<file path="src/rtl/uart_pkg.sv">
// Shared constants for the UART receive path: sequencer state encoding and
// bit positions inside the receiver status word and the CPU read word.
`timescale 1ns/1ps
package uart_pkg;

   localparam logic [1:0] ST_INIT   = 2'd0;
   localparam logic [1:0] ST_SETTLE = 2'd1;
   localparam logic [1:0] ST_WAIT   = 2'd2;
   localparam logic [1:0] ST_CLEAR  = 2'd3;

   localparam int EMPTY_BIT    = 15;
   localparam int OVR_BIT      = 14;
   localparam int RX_READY_BIT = 15;

endpackage

</file>
<file path="src/rtl/sync_fifo.sv">
// Circular-buffer FIFO with an explicit occupancy counter and a combinational
// head read; a pop and a push in the same cycle both take effect, even when full.
`timescale 1ns/1ps
module sync_fifo #(
   parameter int WIDTH  = 8,
   parameter int DEPTH  = 16,
   parameter int ADDR_W = 4
) (
   input  logic              clk,
   input  logic              reset,
   input  logic              push,
   input  logic [WIDTH-1:0]  wr_data,
   input  logic              pop,
   output logic [WIDTH-1:0]  rd_data,
   output logic [ADDR_W:0]   count,
   output logic              full,
   output logic              empty
);

   localparam logic [ADDR_W:0] FULL_CNT = (ADDR_W+1)'(DEPTH);

   logic [WIDTH-1:0]  mem_q [DEPTH];
   logic [ADDR_W-1:0] wr_ptr_q, wr_ptr_d;
   logic [ADDR_W-1:0] rd_ptr_q, rd_ptr_d;
   logic [ADDR_W:0]   count_q, count_d;
   logic              push_do, pop_do;

   assign empty   = (count_q == '0);
   assign full    = (count_q == FULL_CNT);
   assign pop_do  = pop && !empty;
   // A pop in the same cycle frees the slot a full FIFO needs for the push.
   assign push_do = push && (!full || pop_do);
   assign count   = count_q;
   assign rd_data = empty ? '0 : mem_q[rd_ptr_q];

   // NOTE: every signal gets a default at the top of always_comb so no path leaves it unassigned (no latch).
   always_comb begin
      wr_ptr_d = wr_ptr_q;
      rd_ptr_d = rd_ptr_q;
      count_d  = count_q;
      if (push_do) wr_ptr_d = wr_ptr_q + ADDR_W'(1);
      if (pop_do)  rd_ptr_d = rd_ptr_q + ADDR_W'(1);
      case ({push_do, pop_do})
         2'b10:   count_d = count_q + (ADDR_W+1)'(1);
         2'b01:   count_d = count_q - (ADDR_W+1)'(1);
         default: count_d = count_q;
      endcase
   end

   // NOTE: state flops use non-blocking assignments so all registers update together at the edge.
   always_ff @(posedge clk or posedge reset) begin
      if (reset) begin
         wr_ptr_q <= '0;
         rd_ptr_q <= '0;
         count_q  <= '0;
      end else begin
         wr_ptr_q <= wr_ptr_d;
         rd_ptr_q <= rd_ptr_d;
         count_q  <= count_d;
      end
   end

   // NOTE: storage is deliberately not reset; zeroed pointers and count make stale entries unreachable.
   always_ff @(posedge clk) begin
      if (push_do) mem_q[wr_ptr_q] <= wr_data;
   end

endmodule

</file>
<file path="src/rtl/uart_rx_ctrl.sv">
// Receive sequencer: polls the UART receiver, buffers each byte in a FIFO,
// re-arms the receiver, and packs FIFO state into the CPU read word.
`timescale 1ns/1ps
module uart_rx_ctrl
   import uart_pkg::*;
#(
   parameter int DEPTH  = 16,
   parameter int ADDR_W = 4
) (
   input  logic              clk,
   input  logic              reset,
   input  logic [15:0]       rx_out,
   output logic              rx_clear,
   input  logic              rd_en,
   input  logic              ovr_clr,
   output logic [15:0]       out,
   output logic [ADDR_W:0]   count
);

   logic [1:0] state_q, state_d;
   logic       ovr_q, ovr_d;
   logic       push_req, ovr_set;
   logic       fifo_full, fifo_empty;
   logic [7:0] head_byte;
   logic       unused_rx;

   assign unused_rx = ^rx_out[14:8];
   assign push_req  = (state_q == ST_WAIT) && !rx_out[RX_READY_BIT];
   // A full FIFO is never empty, so any rd_en there is a real pop.
   assign ovr_set   = push_req && fifo_full && !rd_en;
   assign rx_clear  = (state_q == ST_INIT) || (state_q == ST_CLEAR);

   sync_fifo #(
      .WIDTH  (8),
      .DEPTH  (DEPTH),
      .ADDR_W (ADDR_W)
   ) u_fifo (
      .clk     (clk),
      .reset   (reset),
      .push    (push_req),
      .wr_data (rx_out[7:0]),
      .pop     (rd_en),
      .rd_data (head_byte),
      .count   (count),
      .full    (fifo_full),
      .empty   (fifo_empty)
   );

   always_comb begin
      state_d = state_q;
      case (state_q)
         ST_INIT:   state_d = ST_SETTLE;
         ST_SETTLE: if (rx_out[RX_READY_BIT]) state_d = ST_WAIT;
         ST_WAIT:   if (!rx_out[RX_READY_BIT]) state_d = ST_CLEAR;
         ST_CLEAR:  state_d = ST_SETTLE;
      endcase
   end

   always_comb begin
      ovr_d = ovr_q;
      if (ovr_set)      ovr_d = 1'b1;
      else if (ovr_clr) ovr_d = 1'b0;
   end

   always_comb begin
      out            = '0;
      out[EMPTY_BIT] = fifo_empty;
      out[OVR_BIT]   = ovr_q;
      out[7:0]       = head_byte;
   end

   always_ff @(posedge clk or posedge reset) begin
      if (reset) begin
         state_q <= ST_INIT;
         ovr_q   <= 1'b0;
      end else begin
         state_q <= state_d;
         ovr_q   <= ovr_d;
      end
   end

endmodule

</file>
<file path="config.mk">
export PLATFORM = sky130hd
export DESIGN_NAME = uart_rx_ctrl
export DESIGN_NICKNAME = d
export VERILOG_FILES = /design/src/rtl/uart_pkg.sv /design/src/rtl/sync_fifo.sv /design/src/rtl/uart_rx_ctrl.sv
export SDC_FILE = /design/constraint.sdc
export NUM_CORES = 1
export LEC_CHECK = 0
export CORE_AREA = 2 2 109 111
export CTS_BUF_LIST = sky130_fd_sc_hd__clkbuf_8
export DETAILED_ROUTE_END_ITERATION = 10
export DIE_AREA = 0 0 111 113
export GPL_ROUTABILITY_DRIVEN = 1
export PLACE_DENSITY = 0.83
export SYNTH_ARGS = -nofsm -noshare
export SYNTH_HDL_FRONTEND = slang
export SYNTH_SLANG_ARGS = --single-unit
</file>
<file path="constraint.sdc">
create_clock -name clk -period 3.1 [get_ports clk]
set_input_delay 0.31 -clock clk [delete_from_list [all_inputs] [get_ports clk]]
set_output_delay 0.31 -clock clk [all_outputs]
set_load 0.005 [all_outputs]
</file>
# After elaboration in Yosys (flattened, before gate mapping)
# Memories as Yosys holds them, arrays and structs flattened.
# Cells that the tools add are included.
[op_classes]
n_addsub = 4
n_eq_ne = 8
n_mux = 9
reduce_logical = 17
[ops]
columns = ["cell", "count"]
rows = [
  ["$pmux W5 S2", 1],
  ["$add A4 B1 Y4 const B", 2],
  ["$mux W8", 1],
  ["$eq A2 B2 Y1 const B", 3],
  ["$pmux W2 S3", 1],
  ["$add A5 B1 Y5 const B", 1],
  ["$eq A5 B5 Y1 const B", 1],
  ["$logic_and A1 B1 Y1", 5],
  ["$logic_not A5 Y1", 1],
  ["$sub A5 B1 Y5 const B", 1],
  ["$eq A2 B1 Y1 const B", 2],
  ["$logic_not A1 Y1", 4],
  ["$mux W1", 4],
  ["$mux W2", 2],
  ["$ne A2 B2 Y1 const B", 2],
  ["$reduce_bool A2 Y1", 2],
  ["$logic_not A2 Y1", 1],
  ["$logic_or A1 B1 Y1", 2],
  ["$reduce_and A2 Y1", 1],
  ["$reduce_or A2 Y1", 1],
]
[word_totals]
register_bits = 16
ramBits = 128
inputBits = 20
output_inout_bits = 22
elab_cells = 44
memories = 1
[memory_table]
columns = ["name", "depth", "word_bits", "read_ports", "rd_ports_with_merged_regs", "wr", "line", "rtl"]
rows = [
  ["u_fifo.mem_q", 16, 8, 1, 0, 1, "sync_fifo.sv:22", "logic [WIDTH-1:0] mem_q [DEPTH];"],
]

# Depth between registers and ports, before layout
[logic_depth]
ltp_word = 7
mapped_depth = 13
mapped_depth_nobuf = 12

# Cells and area by module
# From an unflattened synthesis, not the netlist that was laid out.
[unflattened]
cells_unflattened = 332
hier_area_um2 = 6085.8
[modules_own_cells]
columns = ["module", "instances", "cells_per_inst", "area_each_um2", "seq_area_each_um2"]
rows = [
  ["sync_fifo", 1, 306, 5846.9, 4169.0],
  ["uart_rx_ctrl", 1, 26, 239.0, 75.1],
]

# Worst setup path after synthesis
# OpenSTA, ideal clock, no wires.
[synth_path]
kind = "register to register"
startpoint = "reg u_fifo.count_q[1] (netlist: u_fifo.count[1])"
endpoint = "reg u_fifo.count_q[4] (netlist: u_fifo.count[4])"
setup_ns = 0.131
arrival_ns = 2.920
required_time_ns = 2.969
path_slack_ns = 0.048
stages_incl_launch_ff = 13
n_path_buf = 2
synth_period_minus_slack_ns = 3.052
cell_sequence = "dfrtp_1 -> buf_2 -> nor4_2 -> a31oi_2 -> inv_1 -> ha_1 -> clkbuf_1 -> xor2_1 -> ha_1 -> o211ai_1 -> nor4bb_1 -> a2111o_1 -> or3_1"
[synth_between]
elab_chain_len = 7
word_cells_on_any_way = 13
classes_between = "add/sub (2); eq/ne (3); mux (1); reduce/logical (7)"
[synth_rtl]
columns = ["item", "line", "rtl"]
rows = [
  ["start, declared", "sync_fifo.sv:25", "logic [ADDR_W:0] count_q, count_d;"],
  ["start signal, assigned", "sync_fifo.sv:59", "count_q <= count_d;"],
  ["$logic_not A5 Y1", "sync_fifo.sv:28", "assign empty = (count_q == '0);"],
  ["$logic_not A1 Y1", "sync_fifo.sv:30", "assign pop_do = pop && !empty;"],
  ["$logic_and A1 B1 Y1", "sync_fifo.sv:30", ""],
  ["$logic_or A1 B1 Y1", "sync_fifo.sv:32", "assign push_do = push && (!full || pop_do);"],
  ["$logic_and A1 B1 Y1", "sync_fifo.sv:32", ""],
  ["$eq A2 B1 Y1 / $eq A2 B2 Y1 (equally long branches)", "sync_fifo.sv:43", "case ({push_do, pop_do})"],
  ["$pmux W5 S2 / $reduce_bool A2 Y1 (equally long branches)", "n/a", ""],
]
# Several ways; a longest one is shown, not always the timed one.
# A chain may end at the register's enable or synchronous reset.

# Worst setup path in the final report
[layout_path]
startpoint = "reg u_fifo.rd_ptr_q[1]"
endpoint = "out out[0]"
[layout_between]
elab_chain_len = 2
[layout_rtl]
columns = ["item", "line", "rtl"]
rows = [
  ["start, declared", "sync_fifo.sv:24", "logic [ADDR_W-1:0] rd_ptr_q, rd_ptr_d;"],
  ["start signal, assigned", "sync_fifo.sv:58", "rd_ptr_q <= rd_ptr_d;"],
  ["$mem_v2 Z16 W8", "n/a", ""],
  ["$mux W8", "sync_fifo.sv:34", "assign rd_data = empty ? '0 : mem_q[rd_ptr_q];"],
  ["end, declared", "uart_rx_ctrl.sv:16", "output logic [15:0] out,"],
]
# No other way between the ends.

==> flow_summary_export.csv <==
group,metric,value,unit
synthesis,yosys.area_share.adder,0.0225,
global_routing,track_usage,0.189,
synthesis,synth_area,6120,um2
global_routing,antenna_found_initial,0,
synthesis,yosys.area.top_type_share,0.628,
timing,fin_skew,0.0147,ns
synthesis,synthXorXnorAreaFrac,0.0143,
critical_path,cp_num_buf_inv,2,
drt,wirelength,10900,um
die,die_w,111,um
job,max_cap_violations,0,
clock_tree,clockBufferDepth,2,
critical_path,end_kind,"output pin",
place,hpwl,6780,um
clock_tree,cts_buffers,17,
min_path,hold_path.class,"in -> async",
critical_path,crit_fanout,16,
clock_tree,cts_root_buffer,"clkbuf_8",
die,fp.dieArea,12500,um2
drt,viasPerCell,5.77,
timing,rsz0062_at_grt,"false",
timing,finalCriticalPeriod,2.93,ns
critical_path,path_class,"reg -> out",
synthesis,synth-seq-area-share,0.694,
timing,fmax,341,MHz
critical_path,cpMaxStageDelayCell,"mux4_1",
synthesis,synth-simple-area-share,0.0409,
run_status,status,"complete, no violations",
global_routing,grt_pass1_wl,17400,um
die,initial_core_util,0.543,
drt,vias,3133,
timing,slew_viol_final,0,
synthesis,synth_warnings,0,
die,coreArea,11300,um2
die,ios,42,
critical_path,cp_top_family,"multiplexers",
drt,drc,0,
clock_tree,cts.sinks,144,
synthesis,async_flop_share,0.111,
synthesis,synth_cells,336,
synthesis,synth_top_family_by_area,"multiplexers",
clock_tree,path_clk_slew,0.08,ns
pwr,cellPowerDensity,832,nW/um2
timing,finalSetupViolCount,0,
place,routabilityCongestion,0.749,
synthesis,ys_types,49,
drt,first_pass_iters,6,
synthesis,avgSynthCellArea,18.2,um2
critical_path,crit_chain,"buf_12 > mux4_1 > mux2_2 > o21ai_0 > a21oi_1 > clkdlybuf4s50_1",
place,placed_area,6620,um2
synthesis,synth_enable_flop_cells,128,
synthesis,netlist_top_cells_area,"edfxtp_1, mux4_2, dfrtp_1, mux4_1, ha_1",
synthesis,yosys_register_bits,144,
synthesis,synth-compound-area-share,0.0340,
critical_path,worstPathArrival,2.62,ns
layout,nets,418,
synthesis,yosys_most_used_dff,"edfxtp_1",
clock_tree,htreeDepth,4,
die,rows,39,
layout,nFillCells,772,
layout,syn_to_final_growth,15.2,%
global_routing,grt_max_degree,25,
timing,hold_viol,0,
synthesis,synth_top_area_cell,"edfxtp_1",
timing,fin_tns_setup,0,ns
place,port_buffers,28,
layout,final_cell_area,7050,um2
critical_path,cpPeakStageDelay,0.55,ns
layout,drive_above_1_share,0.243,
critical_path,cp_data_required_time,2.79,ns
die,chipHeight,113,um
drt,antenna_left,0,
timing,worst_pin_slew,0.640,ns
layout,num_antenna_cells,0,
layout,multi_input_area,1670,um2
timing,slew_headroom,0.573,
global_routing,grt_pass1_vias,3261,
drt,wl_per_cell,20.1,um
pwr,leakagePower,0.00245,uW
critical_path,cp-start-kind,"register",
timing,fin_crit_sh,0.945,
synthesis,synth_mux_area_frac,0.156,
layout,seqCellArea,4250,um2
pwr,ir_drop,0.000586,V
clock_tree,clock_latency,0.43,ns
clock_tree,cts_tree,"done",
global_routing,grt_overflow,0,
drt,drt_iter0_drc,266,
-- where the power goes --
part           switching (uW)  leakage (uW)  internal, uW
sequential                180       0.00134          2240
combinational             888      0.000921          1160
clock                     683      0.000192           707
-- cells by family after synthesis --
kind of cell | count (synthesis)
AO/OA/AOI/OAI | 33
XOR/XNOR | 10
adder cells (fa/ha/maj) | 11
buffers and inverters | 39
flip-flops | 144
multiplexers | 51
other | 1
AND/OR/NAND/NOR | 47
-- metal layers --
layer / part of all wire / vias to the layer above / track usage
met5: 0 / - / 0
met4: 0.012 / 0 / 0.0683
met1: 0.40 / 1587 / 0.239
met3: 0.072 / 12 / 0.0520
met2: 0.52 / 118 / 0.320
li1: - / 1416 / -
-- path summary, 6_finish.rpt --
| kind | from | endpoint | slack (ns) | cells past startpoint |
|---|---|---|---|---|
| setup / recovery | u_fifo.rd_ptr_q[1]$_DFFE_PP0P_ | out[0] | 0.17 | 6 |
| hold / removal | reset | state_q[1]$_DFFE_PP0P_ | 0.25 | 2 |
| setup reg to reg | u_fifo.count[0]$_DFFE_PP0P_ | u_fifo.count[4]$_DFFE_PP0P_ | 0.22 | 10 |
| hold reg to reg | state_q[0]$_DFFE_PP0P_ | state_q[0]$_DFFE_PP0P_ | 0.55 | 1 |
| max in group asynchronous | reset | u_fifo.rd_ptr_q[1]$_DFFE_PP0P_ | 2.40 | 2 |
| min in group clk | ovr_clr | ovr_q$_DFFE_PP0P_ | 0.45 | 2 |
-- synth_stat cells, types with 2 or more instances --
cell type and n:
mux4_2 24, nor3_1 4, buf_1 2, mux4_1 8
clkbuf_1 3, dfrtp_1 16, nand2_1 9, o21ai_0 9
ha_1 11, nand2b_1 4, buf_2 9, nand3_1 3
o21ai_2 2, a21oi_1 12, inv_1 11, xor2_1 3
edfxtp_1 128, mux2i_1 9, nor2_1 15, mux2_2 10
xnor2_1 7, buf_4 10
-- sequential cells by signal (all words and copies together), names as in the netlist --
name,count
u_fifo.wr_ptr_q,4
state_q,2
ovr_q,1
u_fifo.mem_q,128
u_fifo.count,5
u_fifo.rd_ptr_q,4
-- per-stage QoR --
| stage | util | total power [uW] | setup slack [ns] | hold slack (ns) | cells |
|---|---|---|---|---|---|
| after floorplan | - | 3790 | 0.0483 | 0.224 | 341 |
| after CTS | 0.624 | 5880 | 0.0526 | 0.247 | 542 |
| final | 0.625 | 5860 | 0.169 | 0.251 | 543 |
| after global routing | 0.625 | 6170 | 0.0251 | 0.267 | 543 |
| after global placement | 0.587 | 4360 | 0.201 | 0.501 | 509 |
| after detailed placement | 0.587 | 4430 | 0.0897 | 0.523 | 509 |
-- what timing repair did --
action	CTS	global route
pin swaps	0	1
buffers inserted	0	1
hold buffers	0	0
setup endpoints to repair	1	4
gates cloned	1	0
resized for setup	1	1
-- final cells by class --
cell class / count / area share
sequential: 144 / 0.603
multi-input combinational: 158 / 0.237
clock inverter: 15 / 0.0206
inverter: 11 / 0.00586
timing repair buffer: 55 / 0.0757
tap: 143 / 0.0254
clock buffer: 17 / 0.0332
-- worst register-to-register path, cell delays in order, from the launching register on --
cell	delay [ns]
dfrtp_1	0.46
nor4_4	0.33
nand2b_1	0.12
nand2_1	0.14
inv_1	0.07
ha_1	0.27
ha_1	0.40
o211ai_1	0.14
nor4bb_1	0.17
a2111o_1	0.37
or3_1	0.31
-- layout by cell type, fill, tap and decap left out, types with 2 or more instances in the layout --
master,instances
a21oi_1,12
buf_12,2
buf_4,24
bufinv_16,2
clkbuf_8,17
clkdlybuf4s50_1,28
clkinv_1,2
clkinv_2,3
clkinv_4,4
clkinvlp_4,2
conb_1,6
dfrtp_1,15
edfxtp_1,128
ha_1,11
inv_1,12
mux2_2,10
mux2i_1,9
mux4_1,8
mux4_2,24
nand2_1,9
nand2b_1,4
nand3_1,3
nor2_1,15
nor3_1,4
o21ai_0,9
o21ai_2,2
xnor2_1,7
xor2_1,3
No activity file was read; power rests on OpenSTA's default activity.
